## src/rtl/kmeans_pkg.sv

```systemverilog
// Shared k-means constants and the centroid-update FSM state type.
// Pure declarations; no logic, latency or flow control.
package kmeans_pkg;
    localparam int KMEANS_K = 2;
    localparam int KMEANS_N = 2;
    localparam int unsigned KMEANS_CONV_TOL = 1;

    typedef enum logic [2:0] {
        IDLE,
        READ,
        DIV,
        WRITE,
        DONE
    } kmeans_state_t;
endpackage

```

## src/rtl/kmeans_seq_div.sv

```systemverilog
// Restoring unsigned divider: one quotient bit per cycle, acc_width cycles after load.
// No backpressure: load restarts the operation; valid rises after the last step.
module kmeans_seq_div #(
    parameter int acc_width                = 16,
    parameter int input_data_qty_bit_width = 8
) (
    input  logic                                clk,
    input  logic                                rst,
    input  logic                                load,
    input  logic [acc_width-1:0]                dividend,
    input  logic [input_data_qty_bit_width-1:0] divisor,
    output logic [acc_width-1:0]                quotient,
    output logic                                valid
);
    localparam int QW = input_data_qty_bit_width;
    localparam int CW = $clog2(acc_width + 1);

    logic [QW-1:0] rem_q;
    logic [QW-1:0] dsr_q;
    logic [CW-1:0] cnt_q;
    logic [QW:0]   rem_sh;

    // Quotient register doubles as the dividend shift register.
    assign rem_sh = {rem_q, quotient[acc_width-1]};

    always_ff @(posedge clk or posedge rst) begin
        if (rst) begin
            rem_q    <= '0;
            dsr_q    <= '0;
            cnt_q    <= '0;
            quotient <= '0;
            valid    <= 1'b0;
        end else if (load) begin
            rem_q    <= '0;
            dsr_q    <= divisor;
            cnt_q    <= CW'(acc_width);
            quotient <= dividend;
            valid    <= 1'b0;
        end else if (cnt_q != '0) begin
            cnt_q <= cnt_q - 1'b1;
            valid <= (cnt_q == CW'(1));
            if (rem_sh >= {1'b0, dsr_q}) begin
                rem_q    <= QW'(rem_sh - {1'b0, dsr_q});
                quotient <= {quotient[acc_width-2:0], 1'b1};
            end else begin
                rem_q    <= rem_sh[QW-1:0];
                quotient <= {quotient[acc_width-2:0], 1'b0};
            end
        end
    end
endmodule

```

## src/rtl/kmeans_centroid_update_k2n2.sv

```systemverilog
// Centroid update: reads sums/counts per centroid, divides, saturates, reports convergence; done 37 cycles after start.
// No backpressure: start ignored while busy; KMEANS_UPDATE_TOL_EN selects tolerance-based matching.
module kmeans_centroid_update_k2n2
    import kmeans_pkg::*;
#(
    parameter int input_data_width         = 8,
    parameter int input_data_qty_bit_width = 8,
    parameter int acc_width                = 16
) (
    input  logic                                clk,
    input  logic                                rst,
    input  logic                                start,
    input  logic [input_data_width-1:0]         k0d0,
    input  logic [input_data_width-1:0]         k0d1,
    input  logic [input_data_width-1:0]         k1d0,
    input  logic [input_data_width-1:0]         k1d1,
    output logic                                rd_acc_en,
    output logic                                rd_acc_centroid,
    input  logic [acc_width-1:0]                acc0_in,
    input  logic [acc_width-1:0]                acc1_in,
    input  logic [input_data_qty_bit_width-1:0] acc_counter_in,
    output logic [input_data_width-1:0]         new_k0d0,
    output logic [input_data_width-1:0]         new_k0d1,
    output logic [input_data_width-1:0]         new_k1d0,
    output logic [input_data_width-1:0]         new_k1d1,
    output logic                                busy,
    output logic                                done,
    output logic                                converged
);
    localparam int DW = input_data_width;
    localparam int CW = $clog2(acc_width + 1);

    kmeans_state_t state_q, state_d;
    logic          c_q;
    logic [CW-1:0] div_cnt_q;
    logic [input_data_qty_bit_width-1:0] cnt_q;
    logic [DW-1:0] old_k0d0, old_k0d1, old_k1d0, old_k1d1;
    logic [1:0]    match_q;
    logic [acc_width-1:0] quo0, quo1;
    logic          vld0, vld1;
    logic [DW-1:0] old_d0, old_d1, upd_d0, upd_d1;
    logic          upd_match;
    logic          start_acc;

    function automatic logic [DW-1:0] sat(input logic [acc_width-1:0] q);
        return (q > acc_width'((1 << DW) - 1)) ? '1 : DW'(q);
    endfunction

    function automatic logic coord_match(input logic [DW-1:0] a, input logic [DW-1:0] b);
`ifdef KMEANS_UPDATE_TOL_EN
        logic [DW-1:0] diff;
        diff = (a > b) ? a - b : b - a;
        return 32'(diff) <= KMEANS_CONV_TOL;
`else
        return a == b;
`endif
    endfunction

    // busy also covers the cycle the done pulse is visible, so no restart overlaps it.
    assign start_acc = (state_q == IDLE) && start && !busy;

    kmeans_seq_div #(.acc_width(acc_width), .input_data_qty_bit_width(input_data_qty_bit_width)) u_div0 (
        .clk(clk), .rst(rst), .load(state_q == READ),
        .dividend(acc0_in), .divisor(acc_counter_in), .quotient(quo0), .valid(vld0)
    );

    kmeans_seq_div #(.acc_width(acc_width), .input_data_qty_bit_width(input_data_qty_bit_width)) u_div1 (
        .clk(clk), .rst(rst), .load(state_q == READ),
        .dividend(acc1_in), .divisor(acc_counter_in), .quotient(quo1), .valid(vld1)
    );

    always_ff @(posedge clk or posedge rst) begin
        if (rst) state_q <= IDLE;
        else     state_q <= state_d;
    end

    always_comb begin
        state_d = state_q;
        case (state_q)
            IDLE:    if (start_acc) state_d = READ;
            READ:    state_d = DIV;
            DIV:     if (div_cnt_q == CW'(acc_width - 1)) state_d = WRITE;
            WRITE:   state_d = c_q ? DONE : READ;
            DONE:    state_d = IDLE;
            default: state_d = IDLE;
        endcase
    end

    always_comb begin
        rd_acc_en       = (state_q == READ);
        rd_acc_centroid = c_q;
    end

    // Empty (or wrapped) clusters keep their previous coordinates.
    always_comb begin
        old_d0    = c_q ? old_k1d0 : old_k0d0;
        old_d1    = c_q ? old_k1d1 : old_k0d1;
        upd_d0    = (cnt_q == '0 || !vld0) ? old_d0 : sat(quo0);
        upd_d1    = (cnt_q == '0 || !vld1) ? old_d1 : sat(quo1);
        upd_match = coord_match(upd_d0, old_d0) && coord_match(upd_d1, old_d1);
    end

    always_ff @(posedge clk or posedge rst) begin
        if (rst) begin
            c_q       <= 1'b0;
            div_cnt_q <= '0;
            cnt_q     <= '0;
            old_k0d0  <= '0;
            old_k0d1  <= '0;
            old_k1d0  <= '0;
            old_k1d1  <= '0;
            match_q   <= '0;
            new_k0d0  <= '0;
            new_k0d1  <= '0;
            new_k1d0  <= '0;
            new_k1d1  <= '0;
            busy      <= 1'b0;
            done      <= 1'b0;
            converged <= 1'b0;
        end else begin
            done <= 1'b0;
            if (done) busy <= 1'b0;
            case (state_q)
                IDLE: if (start_acc) begin
                    old_k0d0  <= k0d0;
                    old_k0d1  <= k0d1;
                    old_k1d0  <= k1d0;
                    old_k1d1  <= k1d1;
                    c_q       <= 1'b0;
                    busy      <= 1'b1;
                    converged <= 1'b0;
                end
                READ: begin
                    cnt_q     <= acc_counter_in;
                    div_cnt_q <= '0;
                end
                DIV: div_cnt_q <= div_cnt_q + 1'b1;
                WRITE: begin
                    if (!c_q) begin
                        new_k0d0   <= upd_d0;
                        new_k0d1   <= upd_d1;
                        match_q[0] <= upd_match;
                        c_q        <= 1'b1;
                    end else begin
                        new_k1d0   <= upd_d0;
                        new_k1d1   <= upd_d1;
                        match_q[1] <= upd_match;
                    end
                end
                DONE: begin
                    done      <= 1'b1;
                    converged <= &match_q;
                end
                default: ;
            endcase
        end
    end
endmodule

```

## config.mk

```make
export PLATFORM = sky130hd
export DESIGN_NAME = kmeans_centroid_update_k2n2
export DESIGN_NICKNAME = d
export VERILOG_FILES = /design/src/rtl/kmeans_pkg.sv /design/src/rtl/kmeans_seq_div.sv /design/src/rtl/kmeans_centroid_update_k2n2.sv
export SDC_FILE = /design/constraint.sdc
export NUM_CORES = 1
export LEC_CHECK = 0
export ABC_CLOCK_PERIOD_IN_PS = 7070
export CAP_MARGIN = 20
export CORE_MARGIN = 3
export CORE_UTILIZATION = 55
export DETAILED_ROUTE_END_ITERATION = 16
export GPL_TIMING_DRIVEN = 0
export PLACE_DENSITY = 0.81
export SETUP_SLACK_MARGIN = 0.1
export SLEW_MARGIN = 15
export SYNTH_ARGS = -nofsm -noshare
export SYNTH_HDL_FRONTEND = slang
export SYNTH_SLANG_ARGS = --single-unit
```

## constraint.sdc

```tcl
create_clock -name clk -period 7.07 [get_ports clk]
set_clock_uncertainty 0.1 [all_clocks]
set_input_delay 1.414 -clock clk [delete_from_list [all_inputs] [get_ports clk]]
set_output_delay 1.414 -clock clk [all_outputs]
set_load 0.03 [all_outputs]
```

==> flow_metrics.py <==
metrics = {
    "outcome": {
        "status": "complete, no violations",
    },
    "timing": {
        "fmax_mhz": 201,
        "slew_headroom_pct": 55.6,
        "fin_ws_ns": 2.10,
        "finalSetupTns_ns": 0,
        "grt_setup_unrepaired": "no",
        "drv_slew": 0,
        "tightest_slew_ns": 0.667,
        "setup_viol": 0,
        "hold_viol_final": 0,
        "timing.final.crit_share_pct": 70.3,
        "period_needed_ns": 4.97,
    },
    "setup_path": {
        "crit_chain": "clkbuf_1, inv_1, buf_2, nand2_1, inv_1, clkbuf_1, buf_1, clkdlybuf4s50_1",
        "critPathLaunchType": "register",
        "r2r_cells": 9,
        "reg2reg_to": "u_div0.rem_q[5]",
        "slowest_stage": "clkdlybuf4s50_1",
        "reg2reg_slack_ns": 4.33,
        "cp-end-kind": "output pin",
        "cp.required_ns": 5.56,
        "crit_arrival_ns": 3.46,
        "critPathMaxFanout": 10,
        "timing.rr.start": "u_div1.dsr_q[1]",
        "crit_cells": 8,
        "critPathTopFamily": "buffers and inverters",
        "critPathBufInv": 7,
        "crit_type": "register to output pin",
        "crit_path_max_incr_delay_ns": 0.77,
    },
    "yosys": {
        "synth_most_common_cell": "dfrtp_1",
        "yosysTopAreaCellShare_pct": 48.7,
        "postSynthCellCount": 783,
        "synth_top_flop_cell": "dfrtp_1",
        "syn_area_per_cell_um2": 9.58,
        "yosys_register_bits": 146,
        "synth_edf_count": 0,
        "synthArstFlopShare_pct": 100,
        "yosysUniqueCellTypes": 52,
        "yosys-top-cells-area": "dfrtp_1 (49%), nand2_1 (7.1%), mux2_2 (6.0%), o21ai_0 (5.5%), mux2i_1 (5.3%)",
        "ys_seq_area_share_pct": 48.7,
        "netlist_top_cells_count": "dfrtp_1 (146), nand2_1 (141), o21ai_0 (82)",
        "synth_fp_nets": 884,
        "yosys.area.top_type": "dfrtp_1",
        "synth.cell_area_um2": 7500,
        "yosysWarningCount": 0,
    },
    "place": {
        "routabilityCongestion": 0.878,
        "place_ws_ns": 2.56,
        "placed_area_um2": 8870,
        "dpl.hpwl_mm": 13.7,
        "dp.cells": 1071,
        "port_buffers": 111,
    },
    "global_route": {
        "grt_antenna_before_repair": 0,
        "first_global_vias": 6102,
        "grt_max_degree": 82,
        "gr-total-overflow": 0,
        "grt_pass1_wl_mm": 30.4,
        "grt_usage_pct": 26.2,
    },
    "die": {
        "dieWidth_um": 123,
        "core-area_um2": 13300,
        "ios": 112,
        "start_util_pct": 56.4,
        "fp-row-count": 42,
        "design.die.area_um2": 15100,
        "die_h_um": 123,
    },
    "clock_tree": {
        "cts-htree-levels": 4,
        "clk_pin_slew_ns": 0.06,
        "cts_hold_buffers": 0,
        "cts_buffers": 17,
        "insertion_delay_ns": 0.43,
        "post-cts-setup-buffers": 0,
        "cts_resized": 0,
        "cts_buffer_depth": 2,
        "cts_tree": "built",
        "cts.sinks": 146,
        "cts-root-buf": "clkbuf_16",
    },
    "route": {
        "initialDrtViolationCount": 456,
        "post_drt_wl_per_cell_um": 17.1,
        "met3_length_mm": 1.16,
        "wl_met2_mm": 9.23,
        "met1Wirelength_mm": 8.19,
        "vias_per_cell": 5.74,
        "firstDrtPassIters": 5,
        "dr_total_vias": 6327,
        "routed.top_layer": "met4",
        "drc_errors": 0,
        "drt-total-wl_mm": 18.9,
        "ant_nets": 0,
    },
    "power_and_ir_drop": {
        "power_density_nw_per_um2": 519,
        "ir_drop_mv": 0.318,
        "p_int_mw": 2.84,
        "power_frac_clock_pct": 18.1,
        "switchingPower_mw": 2.06,
        "switching_share_pct": 42.0,
        "seq_power_share_pct": 31.8,
        "p_leak_nw": 4.25,
        "p_comb_share_pct": 50.1,
    },
    "layout": {
        "fin_util_pct": 71.1,
        "area_delta_synth_final_pct": 25.9,
        "drive_gt1_share_pct": 9.60,
        "num-nets-final": 1015,
        "num_antenna_cells": 0,
        "stdcell_count": 1103,
        "fillers": 995,
        "stdcell_area_um2": 9450,
    },
    "hold_path": {
        "whs_endpoint": "new_k0d1[3]",
        "min_from": "new_k0d1[3]",
        "hold-path-cell-count": 2,
        "min_path_type": "register to register",
    },
    "run": {
        "drv_cap": 0,
    },
}
-- cell usage in the layout, fill, tap and decap left out, types with 10 or more instances in the layout --
cell type / instances
a21oi_1: 32
a31oi_1: 18
clkbuf_1: 36
clkbuf_16: 17
clkdlybuf4s50_1: 111
dfrtp_1: 146
ha_1: 24
inv_1: 29
mux2_2: 40
mux2i_1: 40
nand2_1: 141
nor2_1: 51
nor3_1: 16
nor4_1: 10
o21ai_0: 82
o22ai_1: 10
o31ai_1: 14
-- kinds of logic after synthesis --
logic type	synth area share (%)
compound gates	15.6
xor+xnor	1.52
fa+ha+maj	4.54
buf+inv	3.94
flops	48.7
mux	11.3
simple gates	14.4
-- worst min-delay path, delay by kind of cell, from the launching register on --
family	cells	cell delay, ns
simple gates	1	0.04
flops	1	0.34
compound gates	1	0.06
-- state kept, by name, indices dropped and copies added, names as in the netlist, 2 cells and up --
signal           flops
div_cnt_q            5
match_q              2
new_k0d0             8
new_k0d1             8
new_k1d0             8
new_k1d1             8
old_k0d0             8
old_k0d1             8
old_k1d0             8
old_k1d1             8
state_q              3
u_div0.cnt_q         5
u_div0.quotient     16
u_div0.rem_q         8
u_div1.cnt_q         5
u_div1.dsr_q         8
u_div1.quotient     16
u_div1.rem_q         8
-- through the flow --
| step | hold WS (ns) | total power [mW] |
|---|---|---|
| global placement | 0.361 | 3.90 |
| floorplan | 0.352 | 3.29 |
| global route | 0.402 | 5.28 |
| finish | 0.375 | 4.90 |
| CTS | 0.383 | 4.91 |
| detailed placement | 0.370 | 3.99 |
-- layout make-up --
| class | count | area, um^2 | area share (%) |
|---|---|---|---|
| clock buffer | 18 | 439 | 4.65 |
| multi-input combinational | 565 | 3550 | 37.6 |
| clock inverter | 14 | 139 | 1.47 |
| timing repair buffer | 112 | 1140 | 12.1 |
| inverter | 30 | 120 | 1.27 |
| sequential | 146 | 3650 | 38.7 |
| tap | 176 | 220 | 2.33 |
| buffer | 42 | 183 | 1.93 |
-- power groups by stage --
stage / registers, mW / clock network (mW) / logic (mW)
floorplan: 1.65 / 0 / 1.65
global route: 1.61 / 0.928 / 2.75
global placement: 1.54 / 0 / 2.36
finish: 1.56 / 0.888 / 2.46
detailed placement: 1.55 / 0 / 2.44
CTS: 1.55 / 0.894 / 2.46
-- how the worst max path moves through the flow --
| stage | to | start |
|---|---|---|
| floorplan | busy | rst |
| global placement | new_k0d0[3] | rst |
| detailed placement | rd_acc_en | state_q[1] |
| CTS | rd_acc_en | state_q[1] |
| global route | rd_acc_en | state_q[1] |
| finish | rd_acc_en | state_q[1] |
-- layer usage --
layer	up-vias	global-route usage, %
met1	3056	34.7
li1	3025	-
met4	0	8.61
met5	-	0
met3	29	5.53
met2	217	43.1
(Power assumes the default switching activity.)
